File: config.mk
export PLATFORM = sky130hd
export DESIGN_NAME = ascon_rate_packer_flat
export DESIGN_NICKNAME = d
export VERILOG_FILES = /design/src/rtl/ascon_rate_packer.sv /design/src/rtl/ascon_rate_packer_if.sv /design/src/flat_wrapper.sv
export SDC_FILE = /design/constraint.sdc
export NUM_CORES = 1
export LEC_CHECK = 0
export ABC_CLOCK_PERIOD_IN_PS = 6350
export BUFFER_PORTS_ARGS = -buffer_cell sky130_fd_sc_hd__clkbuf_2
export CORE_UTILIZATION = 49
export DETAILED_ROUTE_END_ITERATION = 6
export PLACE_DENSITY = 0.85
export SYNTH_ARGS = -nofsm -noshare
export SYNTH_HDL_FRONTEND = slang
export SYNTH_SLANG_ARGS = --single-unit
export TNS_END_PERCENT = 50
File: constraint.sdc
create_clock -name clk -period 6.35 [get_ports clk]
set_clock_uncertainty 0.05 [all_clocks]
set_input_delay 0.3175 -clock clk [delete_from_list [all_inputs] [get_ports clk]]
set_output_delay 0.3175 -clock clk [all_outputs]
set_load 0.02 [all_outputs]
File: src/rtl/ascon_rate_packer.sv
// Packs the padded 64-bit Ascon stream into 1- or 2-word rate blocks behind one output slot.
// Optional segment-type checking with sticky err_o is enabled by defining ASCON_PACKER_CHECK_EN.
package ascon_pkg;
    typedef logic [63:0] ascon_word_t;
    typedef enum logic [1:0] {
        MODE_AEAD = 2'd0,
        MODE_HASH = 2'd1,
        MODE_XOF  = 2'd2,
        MODE_CXOF = 2'd3
    } ascon_mode_t;
    typedef enum logic [1:0] {
        TUSER_AD  = 2'd0,
        TUSER_PT  = 2'd1,
        TUSER_CT  = 2'd2,
        TUSER_MSG = 2'd3
    } axi_tuser_t;
endpackage

module ascon_rate_packer
    import ascon_pkg::*;
(
    input  logic               clk,
    input  logic               rst,
    input  ascon_mode_t        mode_i,
    ascon_rate_packer_if.slave bus,
    output logic               err_o
);
    localparam int TW = $bits(axi_tuser_t);

    typedef enum logic {ST_EMPTY = 1'b0, ST_HALF = 1'b1} state_t;

    state_t        state_q, state_d;
    ascon_word_t   hold_data_q, hold_data_d;
    logic [7:0]    hold_keep_q, hold_keep_d;
    logic [TW-1:0] hold_tuser_q, hold_tuser_d;
    logic          hold_rate2_q, hold_rate2_d;

    logic [127:0]  blk_data_q, blk_data_d;
    logic [15:0]   blk_keep_q, blk_keep_d;
    logic [TW-1:0] blk_tuser_q, blk_tuser_d;
    logic          blk_last_q, blk_last_d;
    logic [1:0]    blk_nwords_q, blk_nwords_d;
    logic          blk_valid_q, blk_valid_d;
    logic          err_q, err_d;

    logic accept, mismatch, ct_frac_err, pair, word_rate2, completes;

    assign bus.s_axis_tready = !blk_valid_q || bus.blk_ready;
    assign accept            = bus.s_axis_tvalid && bus.s_axis_tready;

`ifdef ASCON_PACKER_CHECK_EN
    assign mismatch    = (state_q == ST_HALF) && (bus.s_axis_tuser != hold_tuser_q);
    assign ct_frac_err = (bus.s_axis_tuser == TUSER_CT) && (bus.s_axis_tkeep != 8'hFF)
                         && !bus.s_axis_tlast;
`else
    assign mismatch    = 1'b0;
    assign ct_frac_err = 1'b0;
`endif

    // A mismatching word restarts the block, so it is treated exactly like a word arriving in EMPTY.
    assign pair       = (state_q == ST_HALF) && !mismatch;
    assign word_rate2 = pair ? hold_rate2_q : (mode_i == MODE_AEAD);
    assign completes  = pair || !word_rate2 || bus.s_axis_tlast;

    always_ff @(posedge clk or posedge rst) begin
        if (rst) begin
            state_q      <= ST_EMPTY;
            hold_data_q  <= '0;
            hold_keep_q  <= '0;
            hold_tuser_q <= '0;
            hold_rate2_q <= 1'b0;
            blk_data_q   <= '0;
            blk_keep_q   <= '0;
            blk_tuser_q  <= '0;
            blk_last_q   <= 1'b0;
            blk_nwords_q <= '0;
            blk_valid_q  <= 1'b0;
            err_q        <= 1'b0;
        end else begin
            state_q      <= state_d;
            hold_data_q  <= hold_data_d;
            hold_keep_q  <= hold_keep_d;
            hold_tuser_q <= hold_tuser_d;
            hold_rate2_q <= hold_rate2_d;
            blk_data_q   <= blk_data_d;
            blk_keep_q   <= blk_keep_d;
            blk_tuser_q  <= blk_tuser_d;
            blk_last_q   <= blk_last_d;
            blk_nwords_q <= blk_nwords_d;
            blk_valid_q  <= blk_valid_d;
            err_q        <= err_d;
        end
    end

    always_comb begin
        state_d = state_q;
        if (accept) begin
            state_d = completes ? ST_EMPTY : ST_HALF;
        end
    end

    always_comb begin
        hold_data_d  = hold_data_q;
        hold_keep_d  = hold_keep_q;
        hold_tuser_d = hold_tuser_q;
        hold_rate2_d = hold_rate2_q;
        blk_data_d   = blk_data_q;
        blk_keep_d   = blk_keep_q;
        blk_tuser_d  = blk_tuser_q;
        blk_last_d   = blk_last_q;
        blk_nwords_d = blk_nwords_q;
        blk_valid_d  = blk_valid_q && !bus.blk_ready;
        err_d        = err_q || (accept && (mismatch || ct_frac_err));
        if (accept) begin
            if (completes) begin
                blk_valid_d  = 1'b1;
                blk_last_d   = bus.s_axis_tlast;
                if (pair) begin
                    blk_data_d   = {hold_data_q, bus.s_axis_tdata};
                    blk_keep_d   = {hold_keep_q, bus.s_axis_tkeep};
                    blk_tuser_d  = hold_tuser_q;
                    blk_nwords_d = 2'd2;
                end else begin
                    blk_data_d   = {bus.s_axis_tdata, 64'h0};
                    blk_keep_d   = {bus.s_axis_tkeep, 8'h00};
                    blk_tuser_d  = bus.s_axis_tuser;
                    blk_nwords_d = 2'd1;
                end
            end else begin
                hold_data_d  = bus.s_axis_tdata;
                hold_keep_d  = bus.s_axis_tkeep;
                hold_tuser_d = bus.s_axis_tuser;
                hold_rate2_d = word_rate2;
            end
        end
    end

    assign bus.blk_data   = blk_data_q;
    assign bus.blk_keep   = blk_keep_q;
    assign bus.blk_tuser  = blk_tuser_q;
    assign bus.blk_last   = blk_last_q;
    assign bus.blk_nwords = blk_nwords_q;
    assign bus.blk_valid  = blk_valid_q;
    assign err_o          = err_q;
endmodule

File: src/rtl/ascon_rate_packer_if.sv
// Stream-in / block-out bus of the Ascon rate packer.
// slave is the packer's view; master is the upstream source plus downstream block consumer.
interface ascon_rate_packer_if;
    logic [63:0]  s_axis_tdata;
    logic [7:0]   s_axis_tkeep;
    logic [1:0]   s_axis_tuser;
    logic         s_axis_tlast;
    logic         s_axis_tvalid;
    logic         s_axis_tready;

    logic [127:0] blk_data;
    logic [15:0]  blk_keep;
    logic [1:0]   blk_tuser;
    logic         blk_last;
    logic [1:0]   blk_nwords;
    logic         blk_valid;
    logic         blk_ready;

    modport slave (
        input  s_axis_tdata, s_axis_tkeep, s_axis_tuser, s_axis_tlast, s_axis_tvalid, blk_ready,
        output s_axis_tready, blk_data, blk_keep, blk_tuser, blk_last, blk_nwords, blk_valid
    );

    modport master (
        output s_axis_tdata, s_axis_tkeep, s_axis_tuser, s_axis_tlast, s_axis_tvalid, blk_ready,
        input  s_axis_tready, blk_data, blk_keep, blk_tuser, blk_last, blk_nwords, blk_valid
    );
endinterface

File: src/flat_wrapper.sv
// flat-port wrapper written by rule: the top's interface ports become plain ports
module ascon_rate_packer_flat import ascon_pkg::*;
  (clk, rst, mode_i, err_o, bus_s_axis_tdata, bus_s_axis_tkeep, bus_s_axis_tuser, bus_s_axis_tlast, bus_s_axis_tvalid, bus_blk_ready, bus_s_axis_tready, bus_blk_data, bus_blk_keep, bus_blk_tuser, bus_blk_last, bus_blk_nwords, bus_blk_valid);
  ascon_rate_packer_if bus_i ();
  input  logic clk;
  input  logic rst;
  input  ascon_mode_t mode_i;
  output logic err_o;
  input wire logic [$bits(bus_i.s_axis_tdata)-1:0] bus_s_axis_tdata;
  input wire logic [$bits(bus_i.s_axis_tkeep)-1:0] bus_s_axis_tkeep;
  input wire logic [$bits(bus_i.s_axis_tuser)-1:0] bus_s_axis_tuser;
  input wire logic [$bits(bus_i.s_axis_tlast)-1:0] bus_s_axis_tlast;
  input wire logic [$bits(bus_i.s_axis_tvalid)-1:0] bus_s_axis_tvalid;
  input wire logic [$bits(bus_i.blk_ready)-1:0] bus_blk_ready;
  output wire logic [$bits(bus_i.s_axis_tready)-1:0] bus_s_axis_tready;
  output wire logic [$bits(bus_i.blk_data)-1:0] bus_blk_data;
  output wire logic [$bits(bus_i.blk_keep)-1:0] bus_blk_keep;
  output wire logic [$bits(bus_i.blk_tuser)-1:0] bus_blk_tuser;
  output wire logic [$bits(bus_i.blk_last)-1:0] bus_blk_last;
  output wire logic [$bits(bus_i.blk_nwords)-1:0] bus_blk_nwords;
  output wire logic [$bits(bus_i.blk_valid)-1:0] bus_blk_valid;
  assign bus_i.s_axis_tdata = bus_s_axis_tdata;
  assign bus_i.s_axis_tkeep = bus_s_axis_tkeep;
  assign bus_i.s_axis_tuser = bus_s_axis_tuser;
  assign bus_i.s_axis_tlast = bus_s_axis_tlast;
  assign bus_i.s_axis_tvalid = bus_s_axis_tvalid;
  assign bus_i.blk_ready = bus_blk_ready;
  assign bus_s_axis_tready = bus_i.s_axis_tready;
  assign bus_blk_data = bus_i.blk_data;
  assign bus_blk_keep = bus_i.blk_keep;
  assign bus_blk_tuser = bus_i.blk_tuser;
  assign bus_blk_last = bus_i.blk_last;
  assign bus_blk_nwords = bus_i.blk_nwords;
  assign bus_blk_valid = bus_i.blk_valid;
  ascon_rate_packer u_core (.clk(clk), .rst(rst), .mode_i(mode_i), .bus(bus_i), .err_o(err_o));
endmodule
==> results of run 1 <==
layout make-up:
type / count / area (sq um)
Sequential cell: 225 / 5630
Multi-Input combinational cell: 454 / 3450
Timing Repair Buffer: 241 / 1260
Clock buffer: 34 / 657
Clock inverter: 3 / 17.5
Tap cell: 265 / 332
Inverter: 74 / 282
Fill cell: 1615 / 7900
placed cells by master (no fill, tap or decap), types with 2 or more instances in the layout:
master / n
mux2_2: 76
mux2i_1: 75
dfrtp_1: 224
nand4_1: 72
clkinv_2: 2
clkbuf_2: 230
clkbuf_16: 23
clkbuf_1: 7
inv_1: 73
clkinvlp_4: 2
o21ai_1: 66
nand2_1: 3
o21ai_0: 6
clkbuf_8: 4
buf_4: 9
a21oi_2: 30
a31oi_1: 74
a21oi_1: 44
buf_12: 2
per-stage QoR:
| stage | hold WS [ns] | std cells | setup WS, ns |
|---|---|---|---|
| floorplan | 0.418 | 838 | 3.04 |
| global placement | 0.436 | 1259 | 3.29 |
| detailed placement | 0.443 | 1259 | 3.28 |
| CTS | 0.00827 | 1296 | 3.29 |
| global route | 0.0167 | 1296 | 3.11 |
| finish | -0.0229 | 1296 | 3.31 |
logic make-up after synthesis:
family                 after synthesis  synth area share
AOI/OAI and AO/OA                  221             0.134
buffers and inverters              159            0.0750
muxes                              151             0.164
other                                1          0.000383
DFF                                225             0.575
and+or+nand+nor                     81            0.0514
sequential cells by signal (all words and copies together) (netlist names):
signal / cells
u_core.hold_data_q: 64
u_core.bus.blk_keep: 16
u_core.bus.blk_nwords: 2
u_core.bus.blk_last: 1
u_core.bus.blk_tuser: 2
u_core.bus.blk_data: 128
u_core.hold_tuser_q: 2
u_core.pair: 1
u_core.bus.blk_valid: 1
u_core.hold_keep_q: 8
power by group through the flow:
stage                     Clock, mW  Combinational [mW]  Sequential (mW)
final                          1.23               0.787             1.82
after CTS                      1.26               0.795             1.82
after detailed placement          0               0.793             1.84
after global placement            0               0.769             1.83
after global routing           1.32               0.859             1.85
after floorplan                   0               0.403             1.96
how the worst max path moves through the flow:
stage	from	to	slack [ns]
floorplan	rst	u_core.bus.blk_data[0]$_DFFE_PP0P_	3.04
global placement	bus_blk_ready	u_core.bus.blk_keep[4]$_DFFE_PP0P_	3.29
detailed placement	bus_blk_ready	u_core.bus.blk_keep[5]$_DFFE_PP0P_	3.28
CTS	u_core.bus.blk_valid$_DFF_PP0_	u_core.bus.blk_keep[2]$_DFFE_PP0P_	3.29
global route	u_core.bus.blk_valid$_DFF_PP0_	u_core.bus.blk_keep[2]$_DFFE_PP0P_	3.11
finish	u_core.bus.blk_valid$_DFF_PP0_	u_core.bus.blk_keep[6]$_DFFE_PP0P_	3.31
per-layer routing:
metal | share of wire | routed length (um) | up-vias
li1 | - | - | 3365
met1 | 0.43 | 10000 | 3717
met2 | 0.48 | 11200 | 304
met3 | 0.081 | 1880 | 17
met4 | 0.0097 | 226 | 0
met5 | 0 | 0 | -
==> flow_summary_export.csv, run 1 <==
group,metric,value,unit
outcome,status,"complete, but fails checks",
outcome,violations,"hold timing",
sta,worst_hold_slack,-0.0229,ns
grt,grt_max_degree,123,
power_and_ir_drop,clkPwrFrac,0.321,
clocking,cts_max_level,1,
min_path,hold_path_class,"in -> async",
critical_path,r2r_cells,5,
grt,grt_pass1_vias,7130,
sta,tightestPinTransition,1.12,ns
logic_synthesis,netlist_instances,838,
logic_synthesis,synth_ff_type,"dfrtp_1",
grt,grt_pass1_wl,37500,um
logic_synthesis,synth_edf_count,0,
critical_path,rr_endpoint,"u_core.bus.blk_keep[6]$_DFFE_PP0P_",
clocking,cts_buffers,23,
grt,antenna_found_initial,0,
placement,dpl.hpwl,13900,um
clocking,cts.sinks,225,
logic_synthesis,synth_common_cells,"dfrtp_1 (225), mux2_2 (76), mux2i_1 (75)",
power_and_ir_drop,ir_worst_vdd,0.000199,V
logic_synthesis,syn-cell-area,0.00979,sq mm
logic_synthesis,synth_seq_cells,225,
clocking,path_clk_slew,0.06,ns
logic_synthesis,synth.distinct_cells,23,
logic_synthesis,synth_warnings,0,
grt,busiest_layer,"met2",
logic_synthesis,seq_area_frac_synth,0.575,
sta,finalHoldViolations,17,
critical_path,path_cells,"nand2b_4 > buf_4 > and3_4 > buf_12 > o21ai_0",
die,die_area,0.0206,sq mm
drt,routed_via_density,5.71,
clocking,cts_setup_buffers,0,
critical_path,setup.worst_path.start_class,"register",
clocking,clk_latency,0.49,ns
clocking,cts_root_buf,"clkbuf_16",
grt,grt_overflow,0,
sta,slew_headroom,0.255,
die,core,0.0195,sq mm
finish,final_util,0.596,
die,io_pins,233,
power_and_ir_drop,p_leak,5.19,nW
logic_synthesis,yosys.area.top_type_share,0.575,
critical_path,crit_buf_inv,2,
critical_path,critical_path.endpoint_type,"register",
critical_path,crit_type,"reg -> reg",
sta,rsz0062_at_grt,"no",
drt,drt_iter0_markers,471,
critical_path,critPathMaxStageDelay,1.06,ns
power_and_ir_drop,power.total,3.84,mW
critical_path,path_depth,5,
logic_synthesis,yosys-top-cells-area,"dfrtp_1 (57%), mux2_2 (8.7%), mux2i_1 (7.7%), a31oi_1 (4.7%), nand4_1 (4.6%)",
grt,grt_use_met3,0.0520,
drt,antenna_left,0,
critical_path,crit_family,"simple AND/OR/NAND/NOR gates",
sta,post-route-period-util,0.479,
grt,met2_usage,0.374,
critical_path,crit_fanout,87,
die,start_util,0.502,
drt,avgRoutedWirePerCell,18.0,um
die,rows,51,
drt,routed_wl,23300,um
sta,fin_tns_setup,0,ns
power_and_ir_drop,seq_power_share,0.474,
clocking,cts.repair.resized,0,
clocking,cts_tree,"yes",
sta,slew_viol_final,0,
sta,setup_viol,0,
power_and_ir_drop,p_comb_frac,0.205,
clocking,cts_buffer_depth,3,
logic_synthesis,synth_fp_nets,919,
die,die_h,143,um
die,die_w,143,um
clocking,ctsHoldBuffers,0,
grt,global_route.usage.total,0.227,
finish,area_delta_synth_final,18.8,%
logic_synthesis,yosysTopAreaCell,"dfrtp_1",
sta,finalCriticalPeriod,3.04,ns
power_and_ir_drop,power_density,330,mW/mm^2
logic_synthesis,avgSynthCellArea,11.7,sq um
finish,final_area,0.0116,sq mm
placement,io_buffer_count,231,
critical_path,critical_path.reg2reg.startpoint,"u_core.bus.blk_valid$_DFF_PP0_",
power_and_ir_drop,swShare,0.298,
logic_synthesis,yosysMostFrequentCell,"dfrtp_1",
drt,dr.pass1.iters,7,
finish,nets,1100,
sta,fmax,329,MHz
run,drv_cap,0,
grt,grt_util_met1,0.310,
placement,placed_area,0.0110,sq mm
logic_synthesis,ys_async_sr_fraction,1.00,
finish,num_antenna_cells,0,
critical_path,r2r_slack,3.31,ns
drt,vias,7403,
placement,gp_congestion,0.750,
power_and_ir_drop,p_int,2.70,mW
finish,drive_above_1_share,0.372,
critical_path,critPathRequiredTime,6.66,ns
power_and_ir_drop,power.switching,1.15,mW
critical_path,cp.arrival,3.35,ns
critical_path,cp_slowest_cell,"and3_4",
drt,post-route-drc-count,0,
(Power assumes the default switching activity.)
==> run 2: changes to the inputs <==
--- a/config.mk
+++ b/config.mk
@@ -5,11 +5,11 @@
 export SDC_FILE = /design/constraint.sdc
 export NUM_CORES = 1
 export LEC_CHECK = 0
-export ABC_CLOCK_PERIOD_IN_PS = 6350
+export ABC_CLOCK_PERIOD_IN_PS = 2900
 export BUFFER_PORTS_ARGS = -buffer_cell sky130_fd_sc_hd__clkbuf_2
-export CORE_UTILIZATION = 49
+export CORE_UTILIZATION = 54
 export DETAILED_ROUTE_END_ITERATION = 6
-export PLACE_DENSITY = 0.85
+export PLACE_DENSITY = 0.88
 export SYNTH_ARGS = -nofsm -noshare
 export SYNTH_HDL_FRONTEND = slang
 export SYNTH_SLANG_ARGS = --single-unit
==> constraint.sdc (replaced) <==
create_clock -name clk -period 2.9 [get_ports clk]
set_clock_uncertainty 0.05 [all_clocks]
set_input_delay 0.145 -clock clk [delete_from_list [all_inputs] [get_ports clk]]
set_output_delay 0.145 -clock clk [all_outputs]
set_load 0.02 [all_outputs]
==> flow_summary_export.csv, run 2 (synthesized netlist as in run 1, its figures left out) <==
group,metric,value,unit
clocking,cts_tree,"yes",
finish,finalNonFillerCells,1346,
power_and_ir_drop,swShare,0.290,
placement,gp_congestion,0.768,
power_and_ir_drop,power.switching,2.61,mW
grt,grt_overflow,0,
min_path,hp-start,"bus_blk_ready",
finish,drive_above_1_share,0.353,
critical_path,path_cells,"or4_2 > and3_4 > buf_12 > o21ai_0",
finish,num_antenna_cells,0,
sta,setup_viol,0,
placement,io_buffer_count,231,
drt,avgRoutedWirePerCell,18.9,um
placement,dpl.hpwl,14000,um
die,rows,48,
finish,area_delta_synth_final,28.8,%
drt,antenna_left,0,
critical_path,cp.arrival,2.68,ns
die,die_h,137,um
die,start_util,0.560,
clocking,cts.sinks,225,
clocking,cts_buffer_depth,3,
critical_path,crit_type,"reg -> reg",
grt,grt_pass1_vias,8089,
power_and_ir_drop,p_leak,5.64,nW
power_and_ir_drop,ir_worst_vdd,0.000579,V
grt,grt_pass1_wl,40600,um
placement,post-place-cells,1227,
critical_path,setup.worst_path.start_class,"register",
power_and_ir_drop,clkPwrFrac,0.350,
clocking,cts.repair.resized,0,
grt,global_route.usage.total,0.274,
clocking,clk_latency,0.50,ns
drt,dr.pass1.iters,5,
clocking,cts_buffers,24,
drt,drt_iter0_markers,548,
finish,final_cell_mix,"clkbuf_2 (230), dfrtp_1 (224), dlygate4sd3_1 (77)",
finish,largest_reg_flops,128,
sta,slew_headroom,0.394,
die,die_area,0.0187,sq mm
clocking,cts_max_level,1,
min_path,hold_path_class,"in -> reg",
finish,nets,1186,
sta,slew_viol_final,0,
power_and_ir_drop,p_int,6.39,mW
finish,nFillCells,1104,
sta,finalCriticalPeriod,2.34,ns
outcome,status,"finished, final reports clean",
die,die_w,137,um
critical_path,critPathRequiredTime,3.25,ns
placement,pre_cts_ws,0.655,ns
sta,post-route-period-util,0.806,
sta,rsz0062_at_grt,"no",
sta,fmax,428,MHz
critical_path,cp_slowest_cell,"or4_2",
sta,post-route-worst-setup-slack,0.563,ns
critical_path,crit_fanout,81,
clocking,cts_root_buf,"clkbuf_16",
min_path,min_to,"u_core.pair$_DFFE_PP0P_",
drt,routed_via_density,5.96,
critical_path,rr_endpoint,"u_core.bus.blk_keep[4]$_DFFE_PP0P_",
die,io_pins,233,
critical_path,r2r_slack,0.56,ns
drt,vias,8022,
grt,grt_max_degree,150,
drt,post-route-drc-count,0,
sta,finalHoldViolations,0,
critical_path,critical_path.reg2reg.startpoint,"u_core.pair$_DFFE_PP0P_",
die,core,0.0175,sq mm
critical_path,critPathMaxStageDelay,0.86,ns
critical_path,critical_path.endpoint_type,"register",
critical_path,r2r_cells,4,
sta,tightestPinTransition,0.908,ns
finish,final_common_cell,"clkbuf_2",
power_and_ir_drop,p_comb_frac,0.207,
power_and_ir_drop,seq_power_share,0.443,
drt,routed_wl,25500,um
min_path,worstHoldPathCells,4,
power_and_ir_drop,power_density,713,mW/mm^2
grt,antenna_found_initial,0,
clocking,path_clk_slew,0.06,ns
run,drv_cap,0,
==> run 2: changes by cell type in the layout (fill, tap and decap cells not counted), sizes merged <==
cell | previous run | this run
dlygate4sd3 | 0 | 77
bufinv | 0 | 3
clkinvlp | 2 | 1
buf | 11 | 19
clkbuf | 264 | 267
==> run 2: through the flow <==
stage	setup TNS (ns)	hold slack, ns	total power [mW]	instance area [sq um]	utilization
2_1_floorplan	-52.43	0.245	5.18	9800	-
3_3_place_gp	0	0.249	5.70	11000	0.631
3_5_place_dp	0	0.245	5.78	11000	0.631
4_1_cts	0	0.0748	9.02	12600	0.722
5_1_grt	0	0.122	9.36	12600	0.722
6_report	0	0.0872	9.00	12600	0.722
==> run 2: final cells by class <==
class | instances | area [sq um] | share of cell area
Timing Repair Buffer | 326 | 2150 | 0.171
Sequential cell | 225 | 5630 | 0.447
Inverter | 74 | 282 | 0.0223
Tap cell | 225 | 282 | 0.0223
Clock inverter | 5 | 104 | 0.00823
Clock buffer | 37 | 711 | 0.0563
Multi-Input combinational cell | 454 | 3450 | 0.274
==> run 2: routing by layer <==
| metal | up-vias | wire length, um | GRT usage |
|---|---|---|---|
| li1 | 3545 | - | - |
| met1 | 4011 | 9920 | 0.344 |
| met2 | 388 | 12700 | 0.466 |
| met3 | 78 | 2020 | 0.0541 |
| met4 | 0 | 828 | 0.104 |
| met5 | - | 0 | 0 |
==> run 2: worst max path at each step <==
stage | start | endpoint | slack, ns | cells past startpoint
3_3_place_gp | u_core.pair$_DFFE_PP0P_ | u_core.bus.blk_keep[3]$_DFFE_PP0P_ | 0.72 | 4
4_1_cts | u_core.pair$_DFFE_PP0P_ | u_core.bus.blk_keep[4]$_DFFE_PP0P_ | 0.60 | 4
6_report | u_core.pair$_DFFE_PP0P_ | u_core.bus.blk_keep[4]$_DFFE_PP0P_ | 0.56 | 4
2_1_floorplan | rst | u_core.bus.blk_data[0]$_DFFE_PP0P_ | -0.23 | 1
5_1_grt | u_core.pair$_DFFE_PP0P_ | u_core.bus.blk_keep[4]$_DFFE_PP0P_ | 0.55 | 4
3_5_place_dp | u_core.pair$_DFFE_PP0P_ | u_core.bus.blk_keep[4]$_DFFE_PP0P_ | 0.65 | 4
==> run 2: critical path: cells and delay by family (launching register included) <==
family	cells	cell delay [ns]
compound gates	1	0.28
buf+inv	1	0.21
flops	1	0.50
simple gates	2	1.14
==> run 2: power by group through the flow <==
stage	sequential, mW	clock [mW]	combinational, mW
detailed placement	4.02	0	1.76
global placement	3.99	0	1.71
CTS	3.97	3.19	1.85
global route	4.04	3.31	2.01
finish	3.99	3.15	1.86
floorplan	4.29	0	0.883
==> run 2: what timing repair did <==
item	in CTS	in global routing
setup endpoints to repair	0	0
hold buffers	77	0
setup buffers	0	0
hold endpoints to repair	252	0
